==> src/rtl/bist_controller.sv <==
// BIST sequencer for the full-adder self-test path: clears LFSR/MISR, runs PATTERN_COUNT patterns, checks the signature.
// Optional BIST_AUTO_START_EN: the first edge after reset release behaves as a start request (power-on self-test).
module bist_controller #(
  parameter int                   PATTERN_COUNT = 7,
  parameter int                   SIG_WIDTH     = 4,
  parameter logic [SIG_WIDTH-1:0] GOLDEN        = 4'b0011
) (
  input  logic                 clock,
  input  logic                 reset,
  input  logic                 start,
  input  logic                 abort,
  input  logic                 lfsr_finish,
  input  logic [SIG_WIDTH-1:0] misr_sig,
  output logic                 testmode,
  output logic                 gen_clear,
  output logic                 gen_en,
  output logic                 busy,
  output logic                 done,
  output logic                 pass,
  output logic                 fault_detected,
  output logic                 seq_error,
  output logic [7:0]           pattern_cnt,
  output logic [2:0]           state_dbg
);

  // Handshake: start is a level request sampled only in IDLE; busy is high from the
  // accepting edge until the run ends; done is a one-cycle pulse, raised as busy falls,
  // that qualifies pass/fault_detected. An aborted run never raises done.

  typedef enum logic [2:0] {
    IDLE    = 3'd0,
    CLEAR   = 3'd1,
    RUN     = 3'd2,
    FLUSH   = 3'd3,
    COMPARE = 3'd4
  } state_t;

  localparam logic [7:0] LAST_CNT = 8'(PATTERN_COUNT - 1);
  localparam logic [7:0] MAX_CNT  = 8'(PATTERN_COUNT);

  state_t state, state_next;
  logic   start_eff;

`ifdef BIST_AUTO_START_EN
  logic auto_pending;

  always_ff @(posedge clock or negedge reset) begin
    if (!reset) auto_pending <= 1'b1;
    else        auto_pending <= 1'b0;
  end

  assign start_eff = start | auto_pending;
`else
  assign start_eff = start;
`endif

  assign busy      = (state != IDLE);
  assign state_dbg = state;

  always_ff @(posedge clock or negedge reset) begin
    if (!reset) state <= IDLE;
    else        state <= state_next;
  end

  always_comb begin
    state_next = state;
    testmode   = 1'b0;
    gen_clear  = 1'b0;
    gen_en     = 1'b0;
    case (state)
      IDLE: begin
        if (start_eff) state_next = CLEAR;
      end
      CLEAR: begin
        testmode   = 1'b1;
        gen_clear  = 1'b1;
        state_next = RUN;
      end
      RUN: begin
        testmode = 1'b1;
        gen_en   = 1'b1;
        if (pattern_cnt == LAST_CNT) state_next = FLUSH;
      end
      FLUSH: begin
        // one extra enable so the MISR absorbs the response to the last pattern
        testmode   = 1'b1;
        gen_en     = 1'b1;
        state_next = COMPARE;
      end
      COMPARE: begin
        testmode   = 1'b1;
        state_next = IDLE;
      end
      default: state_next = IDLE;
    endcase
    if (abort && state != IDLE) state_next = IDLE;
  end

  always_ff @(posedge clock or negedge reset) begin
    if (!reset) begin
      done           <= 1'b0;
      pass           <= 1'b0;
      fault_detected <= 1'b0;
      seq_error      <= 1'b0;
      pattern_cnt    <= 8'd0;
    end else begin
      done <= 1'b0;
      if (abort && state != IDLE) begin
        pass           <= 1'b0;
        fault_detected <= 1'b0;
      end else begin
        case (state)
          IDLE: begin
            if (start_eff) begin
              pass           <= 1'b0;
              fault_detected <= 1'b0;
              seq_error      <= 1'b0;
            end
          end
          CLEAR: pattern_cnt <= 8'd0;
          RUN: begin
            if (pattern_cnt != MAX_CNT) pattern_cnt <= pattern_cnt + 8'd1;
            // finish must coincide exactly with the last pattern
            if ((pattern_cnt == LAST_CNT) != lfsr_finish) seq_error <= 1'b1;
          end
          COMPARE: begin
            pass           <= (misr_sig == GOLDEN) && !seq_error;
            fault_detected <= !((misr_sig == GOLDEN) && !seq_error);
            done           <= 1'b1;
          end
          default: ;
        endcase
      end
    end
  end

endmodule

==> config.mk <==
export PLATFORM = sky130hd
export DESIGN_NAME = bist_controller
export DESIGN_NICKNAME = d
export VERILOG_FILES = /design/src/rtl/bist_controller.sv
export SDC_FILE = /design/constraint.sdc
export NUM_CORES = 1
export LEC_CHECK = 0
export CAP_MARGIN = 10
export CORE_ASPECT_RATIO = 0.6
export CORE_MARGIN = 1.5
export CORE_UTILIZATION = 32
export DETAILED_ROUTE_END_ITERATION = 7
export GPL_TIMING_DRIVEN = 0
export SETUP_SLACK_MARGIN = 0.4
export SYNTH_ARGS = -nofsm -noshare
export SYNTH_HDL_FRONTEND = slang
export SYNTH_SLANG_ARGS = --single-unit
==> constraint.sdc <==
create_clock -name clock -period 2.3 [get_ports clock]
set_input_delay 0.46 -clock clock [delete_from_list [all_inputs] [get_ports clock]]
set_output_delay 0.46 -clock clock [all_outputs]
set_load 0.05 [all_outputs]
Word-level counts from Yosys, hierarchy flattened --
Cells that the tools add are included.
Word-level totals: register bits 15, input port bits 9, output and inout port bits 19
Operators by class: add/subtract/negate cells 1, eq/ne operators 13, mux-type cells 18, bitwise operators 1, reduce and logical (&&, ||, !) cells 15
Operators by type and width (count):
- case mux 8 bit (2 select lines) | 1
- case mux 3 bit (4 select lines) | 1
- two-way mux 1 bit | 9
- two-way mux 3 bit | 3
- adder 8 x 1 -> 8 bit, second input constant | 1
- == test 8 x 3 -> 1 bit, second input constant | 1
- two-way mux 8 bit | 1
- != test 8 x 3 -> 1 bit, second input constant | 1
- == test 3 x 2 -> 1 bit, second input constant | 2
- != test 2 bit, second input constant | 3
- != test 3 bit, second input constant | 2
- case mux 1 bit (2 select lines) | 3
- nonzero test 3 bit | 2
- == test 4 x 2 -> 1 bit, second input constant | 1
- AND reduction 2 bit | 2
- AND reduction 4 bit | 1
- nonzero test 2 bit | 2
- OR reduction 4 bit | 1
- == test 3 x 1 -> 1 bit, second input constant | 1
- == test 3 bit, second input constant | 1
- logical NOT 3 bit | 1
- AND reduction 3 bit | 1
- logical AND 1 bit | 2
- logical NOT 1 bit | 2
- other kinds (3) | 3

Longest topological paths before layout --
Gate-level depths: netlist of run 1.
depth in word-level cells 5, gate-level depth with buffers 5, mapped depth without buffers 5

Least setup slack after synthesis of run 1 --
Ideal clock, no wire load.
kind reg-to-output, start point register state[0] (netlist: state_dbg[0]), end point output testmode, data arrival time 1.796 ns, slack 0.044 ns, cell stages (with the launch flop) 4, buffers on the path 1, cell sequence dfrtp_1 buf_4 nor2_1 xnor2_1
Between the ends: cells in the longest elaborated chain, start to end 3, elaborated cells on any way between the ends 6, classes of those cells 4 x eq/ne; 1 x mux; 1 x reduce/logical
RTL lines:
- start, declared | RTL line 41 | state_t state, state_next;
- start signal, assigned | RTL line 62 | else state <= state_next;
- == test 3 x 2 -> 1 bit, or another cell as far along | RTL line 70 | case (state)
- OR reduction 4 bit (no source line) (*)
- two-way mux 1 bit (*) | RTL line 70
- end, declared | RTL line 14 | output logic testmode,
Mark *: on every way between the ends. The rest lies on a longest branch, timed or not.

Final worst setup path of run 1 --
Same ends and word-level chain as after synthesis.

==> metrics, run 1 <==
max cap viols=0; PD cells=787 mW/mm^2; Post-synth EDFFs=0; Antenna diodes=0; DR iter-0 viols=15; IO buf count=26; DR vias=755; startpoint types=register; Mapped Cells=90; Final HPWL DP=1580 um; Die Height=between 40 and 50 um; slowest library cell on the worst path=dfrtp_1; Synth Register Bits=15; Finished Core Util=0.503; final setup TNS=0 ns; CP arrival=1.40 ns; Overflow after GRT=0; Hold Vio Cnt, Final=0; minimum clock period=1.86 ns; Critical Path RT=1.84 ns; Leak=~0.66 nW; die area=0.00327 mm^2; DR DRC count=0; I/O pins=28; P&R area growth vs syn=42.1%; Final Setup Violations=0; delay-heaviest family, CP=buffers and inverters; CTS max path bufs=2; GPL Wtd Cong=0.781; row count=14; CP Capture Type=primary output; Hold WC Path Type=input port to register; Seq/Total Area, Yosys=0.401; CTS Buf Count=3; distinct cell type count after synthesis=33; CP max FO=10; nets=136; asr flop ratio synth=1.00; VDD IR max=0.000328 V; First-pass DRT Iterations=4; first-pass GRT wire length=3400 um; Clock Skew=0.00333 ns; Routed WL=a little over 2000 um; post-route ant nets=0; Clock Latency Late Sink=approximately 0.25 ns; crit-path cells=buf_4 -> nor2_2 -> xnor2_2 -> clkbuf_4; Max-slew headroom=0.522; hold-fix buffers at CTS=0; most common cell after layout, fill and taps aside=dfrtp_1; Sink Count=15; WP buf/inv=2; Final Cycle Share=0.807; Final Power=1.05 mW; share of layout cells above drive strength 1=0.226; Clock Pin Slew Worst Setup and Hold Paths=roughly 0.06 ns; GRT Overall Usage=0.139; # fillers=approximately 250; Core ar.=0.00265 mm^2; Post-Syn Area=936 um^2; RSZ-0062 raised after global routing=yes; clock root buffer=clkbuf_8; Final Cell Area=0.00133 mm^2; pin count of the biggest net entering global routing=16; CTS tree=done; Area after DPL=around 0.0013 mm^2; critical path class=register to primary output; Most used DFF post-synth=dfrtp_1; commonest non-fill, non-tap cells in the layout=dfrtp_1 (15), dlygate4sd2_1 (12), nor2_1 (11); average routed wire per standard cell=around 13 um; pins over their slew limit=0; outcome=completed; Post-Syn Nets=101; Starting Density=0.354; Warnings, synthesis=0; vias in the first global route=between 700 and 800; mean number of vias per cell=roughly 4.6; highest clock rate=538 MHz; initial antenna violation count=0; H-tree Lvls=1; Final Hold Slack=0.508 ns; Max stage delay on crit path=0.38 ns; syn avg cell area=10.4 um^2; Tightest Pin Transition=0.715 ns; die width=approximately 73 um
-- kinds of logic (layout without fill, tap and decap cells) --
kind of cell    count (synthesis)  in the layout  synth area share
xor+xnor                        7              7            0.0856
flops                          15             15             0.401
compound gates                  8              8            0.0548
simple gates                   47             47             0.326
mux                             4              4            0.0602
fa+ha+maj                       2              2            0.0267
buf+inv                         7             41            0.0454
-- Yosys cell counts, types with 2 or more instances --
library cell   n  area, um^2
nor3_1         3        15.0
inv_1          3        11.3
nand4_1        4        25.0
nand2_1        7        26.3
buf_4          2        15.0
ha_1           2        25.0
and2_1         2        12.5
xor2_1         4        35.0
dfrtp_1       15         375
nor2_1        12        45.0
xnor2_1        2        17.5
mux2_4         3        45.0
nand3_1        3        15.0
o21a_1         2        15.0
nor3b_1        2        15.0
o21ai_0        4        20.0
nor4b_4        2        47.6
nor2b_1        3        18.8
-- timing repair --
item | 4_1_cts | 5_1_grt
resized for setup | 35 | 8
setup endpoints to repair | 16 | 6
pin swaps | 1 | 1
setup buffers | 4 | 0
-- path summary, 6_finish.rpt --
kind	startpoint	endpoint	slack [ns]	cells after the start
max in group asynchronous	reset	pattern_cnt[5]	1.21	1
worst min register to register	pass	pass	0.52	2
min in group asynchronous	reset	state_dbg[1]	0.64	1
worst max-delay path	state_dbg[0]	testmode	0.44	4
worst min-delay path	abort	done	0.51	2
worst max register to register	state_dbg[1]	pattern_cnt[3]	0.53	6
-- layer usage --
metal / GRT usage / share of wire / vias to the layer above
met2: 0.194 / 0.40 / 11
met5: 0 / 0 / -
met1: 0.210 / 0.56 / 355
met4: 0.0453 / 0.0092 / 0
met3: 0.0335 / 0.026 / 3
li1: - / - / 386
-- report_power, final --
| group | switching [mW] | internal (mW) |
|---|---|---|
| registers | 0.0208 | 0.285 |
| logic | 0.321 | 0.202 |
| clock network | 0.0957 | 0.123 |
| total | 0.438 | 0.610 |
-- flip-flops by register name, indices dropped and copies added, names as in the netlist --
signal	count
seq_error	1
fault_detected	1
pattern_cnt	8
state_dbg	3
pass	1
done	1
-- layout make-up --
class	instances	area [um^2]	area share
multi-input combinational	68	528	0.397
sequential	15	375	0.282
timing repair buffer	30	282	0.212
tap	40	50.0	0.0376
clock buffer	4	45.0	0.0339
buffer	4	35.0	0.0263
inverter	3	15.0	0.0113
-- per-stage QoR --
stage,std cells,worst slack (ns)
floorplan,90,0.354
global placement,156,0.0292
detailed placement,156,0.0406
CTS,164,0.287
global route,164,0.367
finish,164,0.443
Note: power is estimated with default switching activity, not from simulation.
==> run 2, diff against run 1 <==
==> constraint.sdc (replaced) <==
create_clock -name clock -period 1.7 [get_ports clock]
set_input_delay 0.34 -clock clock [delete_from_list [all_inputs] [get_ports clock]]
set_output_delay 0.34 -clock clock [all_outputs]
set_load 0.05 [all_outputs]
==> run 2 against run 1 <==
The run now ends with negative setup slack left. Via count rose by 6.0%. Cell count rose by 6.7%. Power rose by 55%. Hold slack got worse by 0.061 ns. Sequential power rose by 39%. Highest routed layer unchanged. Largest power group unchanged. Die area did not move. Routed wire length rose by 20%. Cell area rose by 17%. Global-route usage rose by 2.8 points. First-iteration DRC count rose by 130%. Combinational power rose by 74%. Non-clock buffer count rose by 11. Largest cell class unchanged.
==> metrics, run 2 (synthesized netlist as in run 1, its figures left out) <==
outcome=finished, violations left; violated checks=negative setup slack; # fillers=231 (-6.1%); critical path class=register to primary output; hold-fix buffers at CTS=0 (unchanged); register with the most flip-flops=pattern_cnt; pin count of the biggest net entering global routing=16 (unchanged); Comb power frac=0.562 (+0.063); Psw=655 uW (+50%); Final Setup Violations=2 (+2); Hold WC Path Type=input port to register; GPL Wtd Cong=0.784 (+0.42%); Most common cell on crit path=buf_8; CP max FO=7 (-3); PD cells=1040 mW/mm^2 (+32%); most common cell after layout, fill and taps aside=buf_4; I/O pins=28 (unchanged); switching fraction of total power=0.405 (-0.0131); pins over their slew limit=0 (unchanged); IO buf count=26 (unchanged); CTS max path bufs=2 (unchanged); clock root buffer=clkbuf_8; average routed wire per standard cell=14.2 um (+13%); DR iter-0 viols=35 (+20); WP buf/inv=3 (+1); GRT Overall Usage=0.167 (+0.0280); setup ws final=-0.0534 ns (-0.496 ns); highest clock rate=570 MHz; DR vias=800 (+6.0%); CP arrival=1.41 ns (about the same); startpoint types=register; Max stage delay on crit path=0.42 ns (+0.04 ns); dpl cells=156 (unchanged); Tightest Pin Transition=0.693 ns (-0.0216 ns); DR DRC count=0 (unchanged); Sink Count=15 (unchanged); slowest library cell on the worst path=dfrtp_2; RSZ-0062 raised after global routing=yes; first-pass GRT wire length=4060 um (+19%); Clock Pin Slew Worst Setup and Hold Paths=0.06 ns (about the same); R2R cell count=5 (-1); Final Cell Area=0.00156 mm^2 (+17%); initial antenna violation count=0 (unchanged); Antenna diodes=0 (unchanged); max reg flops=8 (unchanged); Core ar.=0.00265 mm^2 (unchanged); Flop pwr share=0.262 (-0.030); nets=147 (+8.1%); CP Capture Type=primary output; First-pass DRT Iterations=4 (unchanged); Levels on crit path=4 (unchanged); minimum clock period=1.75 ns; Clock Latency Late Sink=0.24 ns (about the same); vias in the first global route=844 (+20%); Cell Int Power=964 uW (+58%); delay-heaviest family, CP=flip-flops; post-route ant nets=0 (unchanged); VDD IR max=0.000442 V (+35%); Routed WL=2480 um (+20%); Hold Vio Cnt, Final=0 (unchanged); Die Height=44.9 um (unchanged); CTS Buf Count=3 (unchanged); Overflow after GRT=0 (unchanged); Worst R2R Setup Slack=0 ns (-0.53 ns); Clock Skew=0.00256 ns (-0.000766 ns); max cap viols=0 (unchanged); Clock power frac=0.176 (-0.033); Area after DPL=0.00129 mm^2 (+2.8%); Starting Density=0.354 (unchanged); Max-slew headroom=0.536 (+0.0144); post-route insts no fill=175 (+6.7%); Final HPWL DP=1670 um (+5.7%); crit-path cells=buf_8 -> or3b_4 -> inv_2 -> buf_8; P&R area growth vs syn=66.2%; Critical Path RT=1.36 ns (-0.48 ns); die width=72.8 um (unchanged); H-tree Lvls=1 (unchanged); commonest non-fill, non-tap cells in the layout=buf_4 (10), dfrtp_2 (9), nor2_1 (7); share of layout cells above drive strength 1=0.593 (+0.367); die area=0.00327 mm^2 (unchanged); row count=14 (unchanged); mean number of vias per cell=4.57 (-0.70%); hold path cells=2 (unchanged); Final Cycle Share=1.03; CTS tree=done; Leak=0.684 nW (+3.1%)
-- run 2: cell count changes in the layout (fill, tap and decap cells not counted), moves of 3 or more --
cell             change
buf_2                +5
buf_4                +5
buf_6                +3
buf_8                +4
clkbuf_4             +4
clkdlybuf4s50_1      -5
dfrtp_1              -9
dfrtp_2              +9
dlygate4sd2_1        -8
nor2_1               -4
nor2_4               +3
-- run 2: worst paths after layout --
kind | start | end
max in group asynchronous | reset | pattern_cnt[3]
setup reg to reg | state_dbg[1] | pattern_cnt[3]
hold reg to reg | pass | pass
hold / removal | abort | done
min in group asynchronous | reset | seq_error
setup / recovery | state_dbg[1] | gen_clear
-- run 2: final cells by class --
class	count	area (um^2)	area share
Multi-Input combinational cell	68	627	0.403
Clock buffer	4	45.0	0.0290
Inverter	3	15.0	0.00965
Buffer	4	55.1	0.0354
Tap cell	40	50.0	0.0322
Sequential cell	15	387	0.249
Timing Repair Buffer	41	377	0.242
-- run 2: power by group through the flow --
| stage | Sequential (mW) | Clock, mW | Combinational (mW) |
|---|---|---|---|
| after floorplan | 0.522 | 0 | 0.417 |
| after global placement | 0.425 | 0 | 0.707 |
| after detailed placement | 0.427 | 0 | 0.708 |
| after CTS | 0.423 | 0.294 | 0.843 |
| after global routing | 0.429 | 0.315 | 0.961 |
| final | 0.425 | 0.285 | 0.910 |
-- run 2: through the flow --
| step | setup WS [ns] | hold WS, ns | util | total power, mW | TNS (ns) |
|---|---|---|---|---|---|
| final | -0.0534 | 0.447 | 0.588 | 1.62 | -0.0690 |
| after floorplan | -0.0728 | 0.0444 | - | 0.940 | -0.101 |
| after global routing | -0.0867 | 0.465 | 0.588 | 1.70 | -0.214 |
| after detailed placement | -0.559 | 0.502 | 0.489 | 1.14 | -1.65 |
| after CTS | -0.0579 | 0.433 | 0.547 | 1.56 | -0.0656 |
| after global placement | -0.533 | 0.492 | 0.489 | 1.13 | -1.60 |
-- run 2: layer usage --
metal  share of wire  GRT usage  wire (um)  vias to the layer above
met1            0.51      0.238       1250                      379
met3           0.027     0.0402         67                        2
met5               0          0          0                        -
met2            0.46      0.257       1140                       15
li1                -          -          -                      404
met4          0.0081     0.0453         20                        0
-- run 2: what timing repair did --
action	in CTS	in global routing
buffers inserted	11	4
gates resized for setup	122	21
endpoints found under the hold margin	0	0
setup endpoints to repair	29	25
pin swaps	15	15
